## src/rtl/conv_window_fetch.sv

```systemverilog
// Fetches one channel of a ROWS x COLS byte image from a word-wide RAM into a local
// buffer, then streams every 3x3 window of that channel with a valid/ready handshake.
module conv_window_fetch #(
    parameter int BAND     = 64,
    parameter int DEPTH    = 1024,
    parameter int COLS     = 18,
    parameter int ROWS     = 3,
    parameter int CHANNELS = 4
) (
    input  logic                        clk,
    input  logic                        rst_n,
    input  logic                        start,
    output logic                        ram_rd,
    output logic [$clog2(DEPTH)-1:0]    ram_addr,
    input  logic [BAND-1:0]             ram_data,
    input  logic                        ram_data_valid,
    output logic                        win_valid,
    input  logic                        win_ready,
    output logic [71:0]                 win_data,
    output logic [$clog2(CHANNELS)-1:0] win_ch,
    output logic [$clog2(COLS)-1:0]     win_col,
    output logic                        busy,
    output logic                        done
);

    localparam int AW       = $clog2(DEPTH);
    localparam int CHW      = $clog2(CHANNELS);
    localparam int COLW     = $clog2(COLS);
    localparam int CH_BYTES = ROWS * COLS;
    localparam int NBUF     = (CH_BYTES + 14) / 8;
    localparam int KW       = $clog2(NBUF + 1);
    localparam int BW       = AW + 3;
    localparam int FLAT_W   = NBUF * BAND;

    typedef enum logic [2:0] {
        IDLE  = 3'd0,
        FETCH = 3'd1,
        DRAIN = 3'd2,
        EMIT  = 3'd3,
        FIN   = 3'd4
    } state_t;

    state_t            state_q, state_d;
    logic [CHW-1:0]    c_q, c_d;
    logic [COLW-1:0]   oc_q, oc_d;
    logic [KW-1:0]     k_q, k_d;
    logic [KW-1:0]     nlast_q, nlast_d;
    logic [2:0]        off_q, off_d;
    logic [AW-1:0]     last_q, last_d;
    logic [AW-1:0]     ram_addr_q, ram_addr_d;
    logic              ram_rd_q, ram_rd_d;
    logic              win_valid_q, win_valid_d;
    logic [71:0]       win_data_q, win_data_d;
    logic [CHW-1:0]    win_ch_q, win_ch_d;
    logic [COLW-1:0]   win_col_q, win_col_d;
    logic              busy_q, busy_d;
    logic              done_q, done_d;
    logic [BAND-1:0]   buf_q [NBUF];
    logic [BAND-1:0]   buf_d [NBUF];

    logic              fetch_go;
    logic [BW-1:0]     base_v;
    logic [FLAT_W-1:0] flat_v;
    int                idx;

    // Byte address of the first byte of channel ch.
    function automatic logic [BW-1:0] chan_base(input logic [CHW-1:0] ch);
        return BW'(ch) * BW'(CH_BYTES);
    endfunction

    // Next-state, counters, buffer capture and next output values.
    always_comb begin
        state_d    = state_q;
        c_d        = c_q;
        oc_d       = oc_q;
        k_d        = k_q;
        nlast_d    = nlast_q;
        off_d      = off_q;
        last_d     = last_q;
        ram_addr_d = ram_addr_q;
        buf_d      = buf_q;
        fetch_go   = 1'b0;
        base_v     = '0;
        flat_v     = '0;
        idx        = 0;

        case (state_q)
            IDLE: begin
                if (start) begin
                    c_d      = '0;
                    fetch_go = 1'b1;
                    state_d  = FETCH;
                end else begin
                    state_d = IDLE;
                end
            end
            FETCH: begin
                if (ram_addr_q == last_q) begin
                    state_d = DRAIN;
                end else begin
                    ram_addr_d = ram_addr_q + AW'(1);
                end
            end
            DRAIN: begin
                // The final read returns one cycle after FETCH ends.
                if (ram_data_valid && (k_q == nlast_q)) begin
                    oc_d    = '0;
                    off_d   = 3'(chan_base(c_q));
                    state_d = EMIT;
                end else begin
                    state_d = DRAIN;
                end
            end
            EMIT: begin
                if (win_ready) begin
                    if (oc_q == COLW'(COLS - 3)) begin
                        if (c_q == CHW'(CHANNELS - 1)) begin
                            state_d = FIN;
                        end else begin
                            c_d      = c_q + CHW'(1);
                            fetch_go = 1'b1;
                            state_d  = FETCH;
                        end
                    end else begin
                        oc_d = oc_q + COLW'(1);
                    end
                end else begin
                    state_d = EMIT;
                end
            end
            FIN: begin
                state_d = IDLE;
            end
            default: begin
                state_d = IDLE;
            end
        endcase

        if (((state_q == FETCH) || (state_q == DRAIN)) && ram_data_valid) begin
            for (int i = 0; i < NBUF; i++) begin
                if (k_q == KW'(i)) begin
                    buf_d[i] = ram_data;
                end else begin
                    buf_d[i] = buf_d[i];
                end
            end
            k_d = k_q + KW'(1);
        end else begin
            k_d = k_d;
        end

        if (fetch_go) begin
            base_v     = chan_base(c_d);
            k_d        = '0;
            ram_addr_d = AW'(base_v >> 3);
            last_d     = AW'((base_v + BW'(CH_BYTES - 1)) >> 3);
            nlast_d    = KW'(last_d - ram_addr_d);
        end else begin
            base_v = '0;
        end

        // Window is built from the post-capture buffer so it is ready on EMIT entry.
        for (int i = 0; i < NBUF; i++) begin
            flat_v[i*BAND +: BAND] = buf_d[i];
        end
        win_data_d = '0;
        if (state_d == EMIT) begin
            for (int r = 0; r < 3; r++) begin
                for (int kk = 0; kk < 3; kk++) begin
                    idx = int'(off_d) + r * COLS + int'(oc_d) + kk;
                    win_data_d[(r*3+kk)*8 +: 8] = 8'(flat_v >> (idx * 8));
                end
            end
        end else begin
            win_data_d = '0;
        end

        ram_rd_d    = (state_d == FETCH);
        if (state_d != FETCH) begin
            ram_addr_d = '0;
        end else begin
            ram_addr_d = ram_addr_d;
        end
        win_valid_d = (state_d == EMIT);
        win_ch_d    = (state_d == EMIT) ? c_d : '0;
        win_col_d   = (state_d == EMIT) ? oc_d : '0;
        busy_d      = (state_d != IDLE);
        done_d      = (state_d == FIN);
    end

    // Control state, counters and registered outputs.
    always_ff @(posedge clk or negedge rst_n) begin
        if (!rst_n) begin
            state_q     <= IDLE;
            c_q         <= '0;
            oc_q        <= '0;
            k_q         <= '0;
            nlast_q     <= '0;
            off_q       <= 3'd0;
            last_q      <= '0;
            ram_addr_q  <= '0;
            ram_rd_q    <= 1'b0;
            win_valid_q <= 1'b0;
            win_data_q  <= 72'd0;
            win_ch_q    <= '0;
            win_col_q   <= '0;
            busy_q      <= 1'b0;
            done_q      <= 1'b0;
        end else begin
            state_q     <= state_d;
            c_q         <= c_d;
            oc_q        <= oc_d;
            k_q         <= k_d;
            nlast_q     <= nlast_d;
            off_q       <= off_d;
            last_q      <= last_d;
            ram_addr_q  <= ram_addr_d;
            ram_rd_q    <= ram_rd_d;
            win_valid_q <= win_valid_d;
            win_data_q  <= win_data_d;
            win_ch_q    <= win_ch_d;
            win_col_q   <= win_col_d;
            busy_q      <= busy_d;
            done_q      <= done_d;
        end
    end

    // Line buffer storage; contents are don't-care until refilled.
    always_ff @(posedge clk) begin
        for (int i = 0; i < NBUF; i++) begin
            buf_q[i] <= buf_d[i];
        end
    end

    assign ram_rd    = ram_rd_q;
    assign ram_addr  = ram_addr_q;
    assign win_valid = win_valid_q;
    assign win_data  = win_data_q;
    assign win_ch    = win_ch_q;
    assign win_col   = win_col_q;
    assign busy      = busy_q;
    assign done      = done_q;

endmodule

```

## config.mk

```make
export PLATFORM = sky130hd
export DESIGN_NAME = conv_window_fetch
export DESIGN_NICKNAME = d
export VERILOG_FILES = /design/src/rtl/conv_window_fetch.sv
export SDC_FILE = /design/constraint.sdc
export NUM_CORES = 2
export LEC_CHECK = 0
export CAP_MARGIN = 10
export CORE_ASPECT_RATIO = 1.75
export CORE_UTILIZATION = 40
export DETAILED_ROUTE_END_ITERATION = 10
export PLACE_DENSITY = 0.61
export SYNTH_ARGS = -nofsm -noshare
export SYNTH_HDL_FRONTEND = slang
export SYNTH_SLANG_ARGS = --single-unit
```

## constraint.sdc

```tcl
create_clock -name clk -period 6.72 [get_ports clk]
set_input_delay 1.344 -clock clk [delete_from_list [all_inputs] [get_ports clk]]
set_output_delay 1.344 -clock clk [all_outputs]
set_load 0.1 [all_outputs]
```

==> impl_metrics.csv <==
group,metric,value,unit
global_routing,grtUsageTotal,34.2,%
floorplan,core_area,109000,um2
sta,worst_pin_slew,1170,ps
routing,vias,37500,
cells_and_area,nets,4434,
sta,whs,479,ps
cells_and_area,mostFrequentLayoutCells,"mux2i_1, dfxtp_1, inv_1",
clock_tree,cts_resized,0,
yosys,synth_area_leaders,"dfxtp_1, mux2i_1, mux4_2, mux2_2, dfrtp_1",
sta,fin_skew,51.2,ps
sta,rsz0062_at_grt,"false",
global_routing,grt_pass1_wl,272000,um
cells_and_area,drive_gt1_share,24.2,%
clock_tree,clock-sinks,631,
cells_and_area,layout.cells.most_common,"mux2i_1",
yosys,yosysWarnings,0,
cells_and_area,regArea,13200,um2
global_routing,first_global_vias,37300,
yosys,synth_xor_xnor_area_share,1.06,%
routing,wl_per_cell,32.7,um
yosys,yosys.area_share.simple,6.24,%
yosys,yosys.cell_types.count,75,
clock_tree,cts-root-buf,"clkbuf_16",
yosys,synth_area_leader_cell,"dfxtp_1",
cells_and_area,area_growth,16.2,%
routing,drt_wl_total,191000,um
cells_and_area,multi_input_area,27900,um2
critical_path,cp.required,7270,ps
sta,fmax,166,MHz
yosys,synth_top_family_by_area,"multiplexers",
yosys,synth_fa_ha_area_share,0.948,%
sta,hold_viol,0,
status,status,"finished, final reports clean",
routing,dr.first_iter.drc_count,3982,
yosys,synth_top_area_share,23.4,%
floorplan,die_h,440,um
yosys,synth-edff-count,0,
yosys,muxShareOfSynthArea,45.6,%
yosys,synth-compound-area-share,9.04,%
floorplan,start_util,40.4,%
yosys,synth-seq-area-share,30.2,%
routing,drc_errors,0,
clock_tree,cts_tree,"built",
critical_path,r2r_slack,1210,ps
cells_and_area,n_fill_cell,10300,
global_routing,gr-total-overflow,0,
critical_path,cp_slowest_cell,"mux2i_1",
yosys,synth-seq-cells,631,
placed_design,dp_hpwl,140000,um
clock_tree,clockBufferDepth,3,
floorplan,pin_count,162,
yosys,netlist_area,43800,um2
critical_path,critPathCaptureType,"flip-flop",
critical_path,crit_path_start_kind,"primary input",
clock_tree,hold_buffers,0,
clock_tree,cts_setup_buffers,0,
global_routing,grt_max_degree,117,
sta,finalCriticalPeriod,6020,ps
critical_path,crit_chain,"clkdlybuf4s50_1, nand2b_1, nor4_1, buf_4, nand2_1, nor2_1, a21o_1, inv_1, ha_1, ha_4, fa_2, buf_12, nand3_1, xnor2_2, buf_4, mux4_2, mux2i_1, nand2_1, a21boi_0, a211oi_1",
yosys,syn-num-nets,4293,
critical_path,cp_num_buf_inv,5,
sta,finalCritPeriodShare,89.6,%
critical_path,path_class,"primary input to flip-flop",
critical_path,cp_max_fo,42,
global_routing,antenna_found_initial,9,
routing,first_pass_iters,6,
clock_tree,cts_made_buffers,66,
clock_tree,worstSkewPairLatency,710,ps
yosys,ys.flop_type,"dfxtp_1",
floorplan,dieArea,111000,um2
yosys,avgSynthCellArea,10.4,um2
placed_design,port_buffers,161,
yosys,async_flop_share,18.9,%
placed_design,routabilityCongestion,1.03,
critical_path,max_stage_delay,630,ps
critical_path,cpLargestDelayFamily,"buffers and inverters",
sta,slew_headroom,19.4,%
min_path,hp-class,"flip-flop to flip-flop",
sta,maxSlewViolCount,0,
job,cap_violations,0,
sta,setup_viol,0,
clock_tree,clkTransAtPathRegs,70,ps
yosys,synthCells,4192,
routing,post_drt_via_cell_ratio,6.41,
clock_tree,cts_max_level,3,
routing,drtAntennaViolNets,0,
critical_path,cp.arrival,6570,ps
floorplan,dieWidth,252,um
floorplan,placementRows,160,
sta,setup_tns,0,ps
==> cells by family (layout without fill, tap and decap cells) <==
| kind of cell | Yosys count | after routing |
|---|---|---|
| AO/OA/AOI/OAI | 592 | 592 |
| multiplexers | 1511 | 1511 |
| XOR/XNOR | 49 | 49 |
| other | 0 | 6 |
| AND/OR/NAND/NOR | 625 | 625 |
| buffers and inverters | 752 | 945 |
| flip-flops | 631 | 631 |
| adder cells (fa/ha/maj) | 32 | 32 |
==> state kept, by name, summed over array words and instances (netlist names) <==
| register | count |
|---|---|
| ram_rd | 1 |
| nlast_q | 3 |
| last_q | 6 |
| oc_q | 5 |
| state_q | 3 |
| k_q | 4 |
| win_ch | 2 |
| win_data | 72 |
| done | 1 |
| win_col | 5 |
| c_q | 2 |
| off_q | 3 |
| win_valid | 1 |
| ram_addr | 10 |
| busy | 1 |
| buf_q | 512 |
==> cell type report <==
cell class,count,share of cell area (%)
antenna,6,0.0295
timing repair buffer,416,7.87
sequential,631,26.0
tap,1458,3.59
inverter,409,3.04
multi-input combinational,2809,54.9
clock buffer,95,3.96
clock inverter,25,0.644
==> tightest hold or removal path, cell delays in order (launching register included) <==
cell	delay [ps]
dfxtp_1	300
mux2i_1	90
inv_1	60
==> synth_stat cells (13+ instances only) <==
master and instances:
a211oi_1 41, a21oi_1 150, a221oi_1 22, a22oi_1 75
a31oi_1 41, and3_1 26, buf_1 62, buf_2 67
clkbuf_1 193, dfrtp_1 119, dfxtp_1 512, ha_1 30
inv_1 404, mux2_2 282, mux2i_1 868, mux4_2 359
nand2_1 293, nand3_1 67, nand4_1 13, nor2_1 153
nor3_1 15, o211ai_1 15, o21ai_0 80, o22ai_1 35
or3_1 14, xnor2_1 32, xor2_1 14
==> worst paths after layout <==
| path | cells after the start | endpoint | start |
|---|---|---|---|
| worst min register to register | 2 | buf_q[196] | buf_q[196] |
| max in group asynchronous | 2 | win_data[50] | rst_n |
| worst max register to register | 19 | win_data[62] | oc_q[1] |
| worst max-delay path | 20 | win_data[62] | ram_data_valid |
| worst min-delay path | 2 | buf_q[196] | buf_q[196] |
| min in group asynchronous | 1 | win_data[71] | rst_n |
==> stage by stage <==
stage          cell area [um2]  util [%]  std cells  setup slack, ps
2_1_floorplan            43800         -       4192              629
3_3_place_gp             48500      44.7       5723              155
3_5_place_dp             48500      44.7       5723              176
4_1_cts                  50900      46.9       5843              859
5_1_grt                  50900      46.9       5843              596
6_report                 50900      46.9       5849              696
==> per-layer routing <==
layer	GRT usage (%)	share of wire, %	up-vias
li1	-	-	15700
met1	38.8	36	18900
met2	56.2	47	2161
met3	7.45	8.7	687
met4	25.6	8.7	4
met5	0	0.018	-
Power is left out: the tool's default activity adds up to more than one toggle a clock period on the data nets, which glitch-free logic cannot reach.
